File: src/rtl/mux_arbiter_if.sv
// mux_arbiter_if: requester, acknowledge and output handshake bundle of the arbiter
interface mux_arbiter_if #(parameter int N = 32);
  logic req_a, ack_a, req_b, ack_b;
  logic out_valid, out_owner, out_ready;
  logic [N-1:0] in_a, in_b, out_data;
  modport master (
    output req_a, in_a, req_b, in_b, out_ready,
    input  ack_a, ack_b, out_valid, out_data, out_owner
  );
  modport slave (
    input  req_a, in_a, req_b, in_b, out_ready,
    output ack_a, ack_b, out_valid, out_data, out_owner
  );
endinterface

File: src/rtl/mux_arbiter.sv
// mux_arbiter: two-requester round-robin arbiter feeding a one-entry output register
module mux_arbiter (
  input logic clk,
  input logic rst,
  mux_arbiter_if.slave bus
);
  typedef enum logic {EMPTY, FULL} state_t;
  state_t state;
  logic last;
  logic space;
  logic load;
  logic sel;
  assign space = state == EMPTY || bus.out_ready;
  assign load = !rst && space && (bus.req_a || bus.req_b);
  assign sel = (bus.req_a && bus.req_b) ? !last : bus.req_b;
  assign bus.ack_a = load && !sel;
  assign bus.ack_b = load && sel;
  assign bus.out_valid = state == FULL;
  // output register: load the granted word, otherwise drain on out_ready
  always_ff @(posedge clk) begin
    if (rst) begin
      state <= EMPTY;
      bus.out_data <= '0;
      bus.out_owner <= 1'b0;
      last <= 1'b1;
    end else if (load) begin
      state <= FULL;
      bus.out_data <= sel ? bus.in_b : bus.in_a;
      bus.out_owner <= sel;
      last <= sel;
    end else if (bus.out_ready) begin
      state <= EMPTY;
    end
  end
endmodule

File: src/flat_wrapper.sv
// flat-port wrapper written by rule: the top's interface ports become plain ports
module mux_arbiter_flat 
  (clk, rst, bus_req_a, bus_in_a, bus_req_b, bus_in_b, bus_out_ready, bus_ack_a, bus_ack_b, bus_out_valid, bus_out_data, bus_out_owner);
  mux_arbiter_if #(.N(32)) bus_i ();
  input logic clk;
  input logic rst;
  input wire logic [$bits(bus_i.req_a)-1:0] bus_req_a;
  input wire logic [$bits(bus_i.in_a)-1:0] bus_in_a;
  input wire logic [$bits(bus_i.req_b)-1:0] bus_req_b;
  input wire logic [$bits(bus_i.in_b)-1:0] bus_in_b;
  input wire logic [$bits(bus_i.out_ready)-1:0] bus_out_ready;
  output wire logic [$bits(bus_i.ack_a)-1:0] bus_ack_a;
  output wire logic [$bits(bus_i.ack_b)-1:0] bus_ack_b;
  output wire logic [$bits(bus_i.out_valid)-1:0] bus_out_valid;
  output wire logic [$bits(bus_i.out_data)-1:0] bus_out_data;
  output wire logic [$bits(bus_i.out_owner)-1:0] bus_out_owner;
  assign bus_i.req_a = bus_req_a;
  assign bus_i.in_a = bus_in_a;
  assign bus_i.req_b = bus_req_b;
  assign bus_i.in_b = bus_in_b;
  assign bus_i.out_ready = bus_out_ready;
  assign bus_ack_a = bus_i.ack_a;
  assign bus_ack_b = bus_i.ack_b;
  assign bus_out_valid = bus_i.out_valid;
  assign bus_out_data = bus_i.out_data;
  assign bus_out_owner = bus_i.out_owner;
  mux_arbiter u_core (.clk(clk), .rst(rst), .bus(bus_i));
endmodule
File: config.mk
export PLATFORM = sky130hd
export DESIGN_NAME = mux_arbiter_flat
export DESIGN_NICKNAME = d
export VERILOG_FILES = /design/src/rtl/mux_arbiter_if.sv /design/src/rtl/mux_arbiter.sv /design/src/flat_wrapper.sv
export SDC_FILE = /design/constraint.sdc
export NUM_CORES = 1
export LEC_CHECK = 0
export CORE_ASPECT_RATIO = 0.9
export CORE_UTILIZATION = 39
export CTS_CLUSTER_DIAMETER = 120
export DETAILED_ROUTE_END_ITERATION = 8
export PLACE_DENSITY = 0.91
export SYNTH_ARGS = -nofsm -noshare
export SYNTH_HDL_FRONTEND = slang
export SYNTH_SLANG_ARGS = --single-unit
File: constraint.sdc
create_clock -name clk -period 1.7 [get_ports clk]
set_input_delay 0.17 -clock clk [delete_from_list [all_inputs] [get_ports clk]]
set_output_delay 0.17 -clock clk [all_outputs]
set_load 0.01 [all_outputs]
After elaboration in Yosys (flattened, before gate mapping)
Index checks and enable logic that the tools add are counted.
{ "op_classes": {"bitwise_logic": 1, "n_reduce_logical": 11, "muxes": 4} }
{ "ops": {"columns": ["op", "n"], "rows": [
  ["32-bit 2-to-1 mux", 1],
  ["1-bit logical AND", 5],
  ["1-bit zero test", 3],
  ["1-bit 2-to-1 mux", 3],
  ["1-bit logical OR", 2],
  ["2-bit nonzero test", 1],
  ["1-bit NOT", 1]
]} }
{ "totals": {"ff_bits": 35, "in_bits": 69, "out_inout_bits": 36} }

Depth between registers and ports, before layout
{ "depth": {"ltp_word": 5, "ltp_mapped": 5, "mapped_depth_nobuf": 3} }

Worst setup path before layout
OpenSTA, ideal clock, no wires.
{ "synth_path": {"path_kind": "register to output", "start": "register u_core.last", "end": "output port bus_ack_b", "path_slack_ns": 0.532, "arrival_time_ns": 0.998, "n_path_buf": 1, "stages_incl_launch_ff": 5, "path_cell_list": "dfxtp_1 > a21boi_2 > buf_2 > nand4_1 > inv_1"} }
{ "synth_between": {"elab_chain_len": 3} }
{ "synth_lines": {"columns": ["item", "line", "source"], "rows": [
  ["start: declaration", "mux_arbiter.sv:9", "logic last;"],
  ["start signal: assignment", "mux_arbiter.sv:30", "last <= sel;"],
  ["1-bit zero test", "mux_arbiter.sv:15", "assign sel = (bus.req_a && bus.req_b) ? !last : bus.req_b;"],
  ["1-bit 2-to-1 mux", "mux_arbiter.sv:15", null],
  ["1-bit logical AND", "mux_arbiter.sv:17", "assign bus.ack_b = load && sel;"],
  ["end: declaration", "flat_wrapper.sv:13", "output wire logic [$bits(bus_i.ack_b)-1:0] bus_ack_b;"]
]} }
No other way between the ends.

Worst setup path after layout
{ "layout_path": {"start": "input port bus_req_a", "end": "output port bus_ack_b"} }
{ "layout_between": {"elab_chain_len": 3, "word_cells_on_any_way": 5} }
{ "layout_lines": {"columns": ["item", "line", "source"], "rows": [
  ["start: declaration", "flat_wrapper.sv:7", "input wire logic [$bits(bus_i.req_a)-1:0] bus_req_a;"],
  ["1-bit logical AND or 1-bit logical OR (tied branches)", "mux_arbiter.sv:15, mux_arbiter.sv:14", null],
  ["1-bit 2-to-1 mux or 1-bit logical AND (tied branches)", "mux_arbiter.sv:15, mux_arbiter.sv:14", null],
  ["1-bit logical AND (*)", "mux_arbiter.sv:17", null]
]} }
Mark *: on every way between the ends. The rest lies on a longest branch, timed or not.

==> run metrics <==
status finished, violations left; failing checks design-rule violations; CTS clk-pin slew, worst paths roughly 0.070 ns; delay-heaviest family, CP buffers and inverters; number of max-cap violations 0; fin crit share between 90% and 100%; Slew Limit Fails 0; FMAX just over 600 MHz; Final Non-Filler Cells between 300 and 400; Max-slew headroom between 70% and 80%; clock sink count 35; # fillers 342; share of cells above drive strength 1 roughly 8.2%; Antenna Violating Nets Remaining 0; RSZ-0062 raised after global routing false; Hold Vio Cnt, Final 0; Skew-Pair Late Insertion Delay around 0.28 ns; power per cell area ~770 nW/um^2; DP HPWL between 3000 and 4000 um; Power Internal around 0.0016 W; CP Data Arrival Time 1.44 ns; vias 1,995; Buf/Inv on CP 3; Leak between 1 and 1.5 nW; Least-Margin Pin Slew 0.366 ns; RePlAce Congestion roughly 0.81; Rows 22; grt total ovfl 0; fraction of registers with async set or reset after synthesis 0%; Synth area leaders dfxtp_1 (43%), a311oi_1 (17%), nand2_1 (15%); Die Height ~64 um; Iter 0 DRT Violations roughly 150; critical path fanouts, max 4; number of setup violations in the final report 0; # port buffers 104; top cells by count, synth nand2_1 (64), dfxtp_1 (35), a311oi_1 (32), a31oi_1 (32), buf_2 (19); Critical Path Start Type primary input; GRT Overall Usage around 25%; Avg Cell Area, Syn slightly above 8 um^2; count of flip-flops with a built-in enable after synthesis 0; number of global-route vias before repair about 1,900; initial core utilization ~40%; first-pass GRT wire length 8720 um; Via density 5.65; TritonCTS clock tree yes; critical path class in -> out; number of H-tree levels 2; top-area cell type share of the netlist area a little over two fifths; Hold Startpoint bus_in_a[4]; # placed instances 345; Yosys cell types 22; Yosys reg bits 35; die area 4480 um^2; minimum clock period between 1.5 and 2 ns; nets@finish between 300 and 400; CTS Buffer Depth 2; Peak VDD IR between 0.4 and 0.5 mV; routing usage on met2 between 40% and 50%; drc violations 16; CP max-delay cell clkdlybuf4s50_1; Flop pwr share between 40% and 50%; initial antenna violation count 0; most area-hungry cell type in the Yosys netlist dfxtp_1; TritonCTS Buffers 5; Pre-antenna DRT Iters 6; total number of yosys warnings 0; critical-path cell list clkdlybuf4s50_1, or2_2, nand4_1, inv_1, dlygate4sd2_1; Clk network pwr share 29.5%; CP peak stage delay 0.50 ns; I/O pin total about 110; Layout area overhead 75.7%; sequential element share of the synthesized area between 40 and 50%; GRT Max-Usage Layer met2; most used flip-flop cell after synthesis dfxtp_1; top-count cell post-synth nand2_1; Routed WL approximately 5300 um; core area a little over 4000 um^2; part of the power in combinational logic between 20 and 30%; largest net degree at the start of global routing 36; GR Layer Usage met3 ~7.7%; DIE WIDTH slightly above 70 um; Worst Hold Class in -> reg; P_sw 0.000584 W; CP Capture Type output pin; Final Util between 70% and 80%; cts hold-fix bufs 0; syn_nets 272; Post-Synthesis Cells roughly 200; CP Launch Point bus_req_a; met1 Use GR 28.0%; DR WL/cell 15.0 um; root buf cell clkbuf_8; antenna cell count 0; WP data required 1.53 ns; Post-Syn Area 1650 um^2; Switching Fraction about a quarter; reg2reg start u_core.bus.out_valid; clk_skew just under 0.005 ns
==> per-stage QoR <==
step	total power [W]	cell area (um^2)	TNS, ns	setup WS, ns	hold WS (ns)
global placement	0.00157	2790	-0.142	-0.0762	0.463
CTS	0.00223	2890	0	0.0990	0.452
floorplan	0.00120	1650	0	0.532	0.330
finish	0.00222	2890	0	0.0939	0.461
global route	0.00232	2890	0	0.0464	0.475
detailed placement	0.00158	2790	-0.280	-0.150	0.470
==> placed cells by master (no fill, tap or decap) <==
master,n
a311oi_1,32
clkbuf_1,1
inv_1,2
clkdlybuf4s50_1,102
o211ai_1,1
nor2b_1,1
clkbuf_8,7
o31ai_1,1
dlygate4sd2_1,2
or2_2,1
clkinv_1,1
nand2_1,64
buf_4,10
a31oi_1,32
nand2b_1,1
buf_12,4
a21oi_1,2
a21bo_2,1
nor2_1,1
nor4_1,1
nand4_1,1
a21boi_4,1
dfxtp_1,35
nor3_4,1
==> per-layer routing <==
layer,share of wire (%),wire (um)
met2,49,2610
met3,9.7,515
met4,0.64,34
met1,40,2120
met5,0,0
==> kinds of logic after synthesis <==
family	share of synthesized area [%]
compound gates	32.0
buf+inv	8.06
flops	42.6
simple gates	17.3
==> worst paths after layout <==
kind | end | slack [ns] | depth (start not counted)
setup / recovery | bus_ack_b | 0.09 | 5
hold / removal | u_core.bus.out_data[4] | 0.46 | 3
setup reg to reg | u_core.bus.out_data[12] | 0.38 | 4
hold reg to reg | u_core.bus.out_owner | 0.49 | 2
==> power by group through the flow <==
stage	clock network, W	registers (W)	logic (W)
global placement	0	0.000940	0.000627
finish	0.000653	0.000926	0.000637
floorplan	0	0.000971	0.000230
CTS	0.000668	0.000926	0.000639
detailed placement	0	0.000944	0.000635
global route	0.000700	0.000934	0.000689
==> area by class of cell <==
class | instances | area, um^2 | area share, %
Tap cell | 48 | 60.1 | 2.08
Inverter | 3 | 11.3 | 0.389
Timing Repair Buffer | 118 | 1190 | 41.3
Multi-Input combinational cell | 141 | 826 | 28.6
Clock buffer | 8 | 100 | 3.46
Sequential cell | 35 | 701 | 24.2
==> worst register-to-register path, delay by kind of cell (launching register included) <==
| family | cells | cell delay (ns) |
|---|---|---|
| simple gates | 1 | 0.10 |
| compound gates | 2 | 0.47 |
| flops | 1 | 0.32 |
| buf+inv | 1 | 0.33 |
==> what timing repair did <==
item | CTS | global route
resized for setup | 3 | 0
endpoints found under the setup margin | 2 | 0
setup buffers | 0 | 0
==> flip-flops by register name, indices dropped and copies added (netlist names) <==
name	flops
u_core.bus.out_data	32
u_core.bus.out_owner	1
u_core.bus.out_valid	1
u_core.last	1
Power figures use the tool's default switching activity.
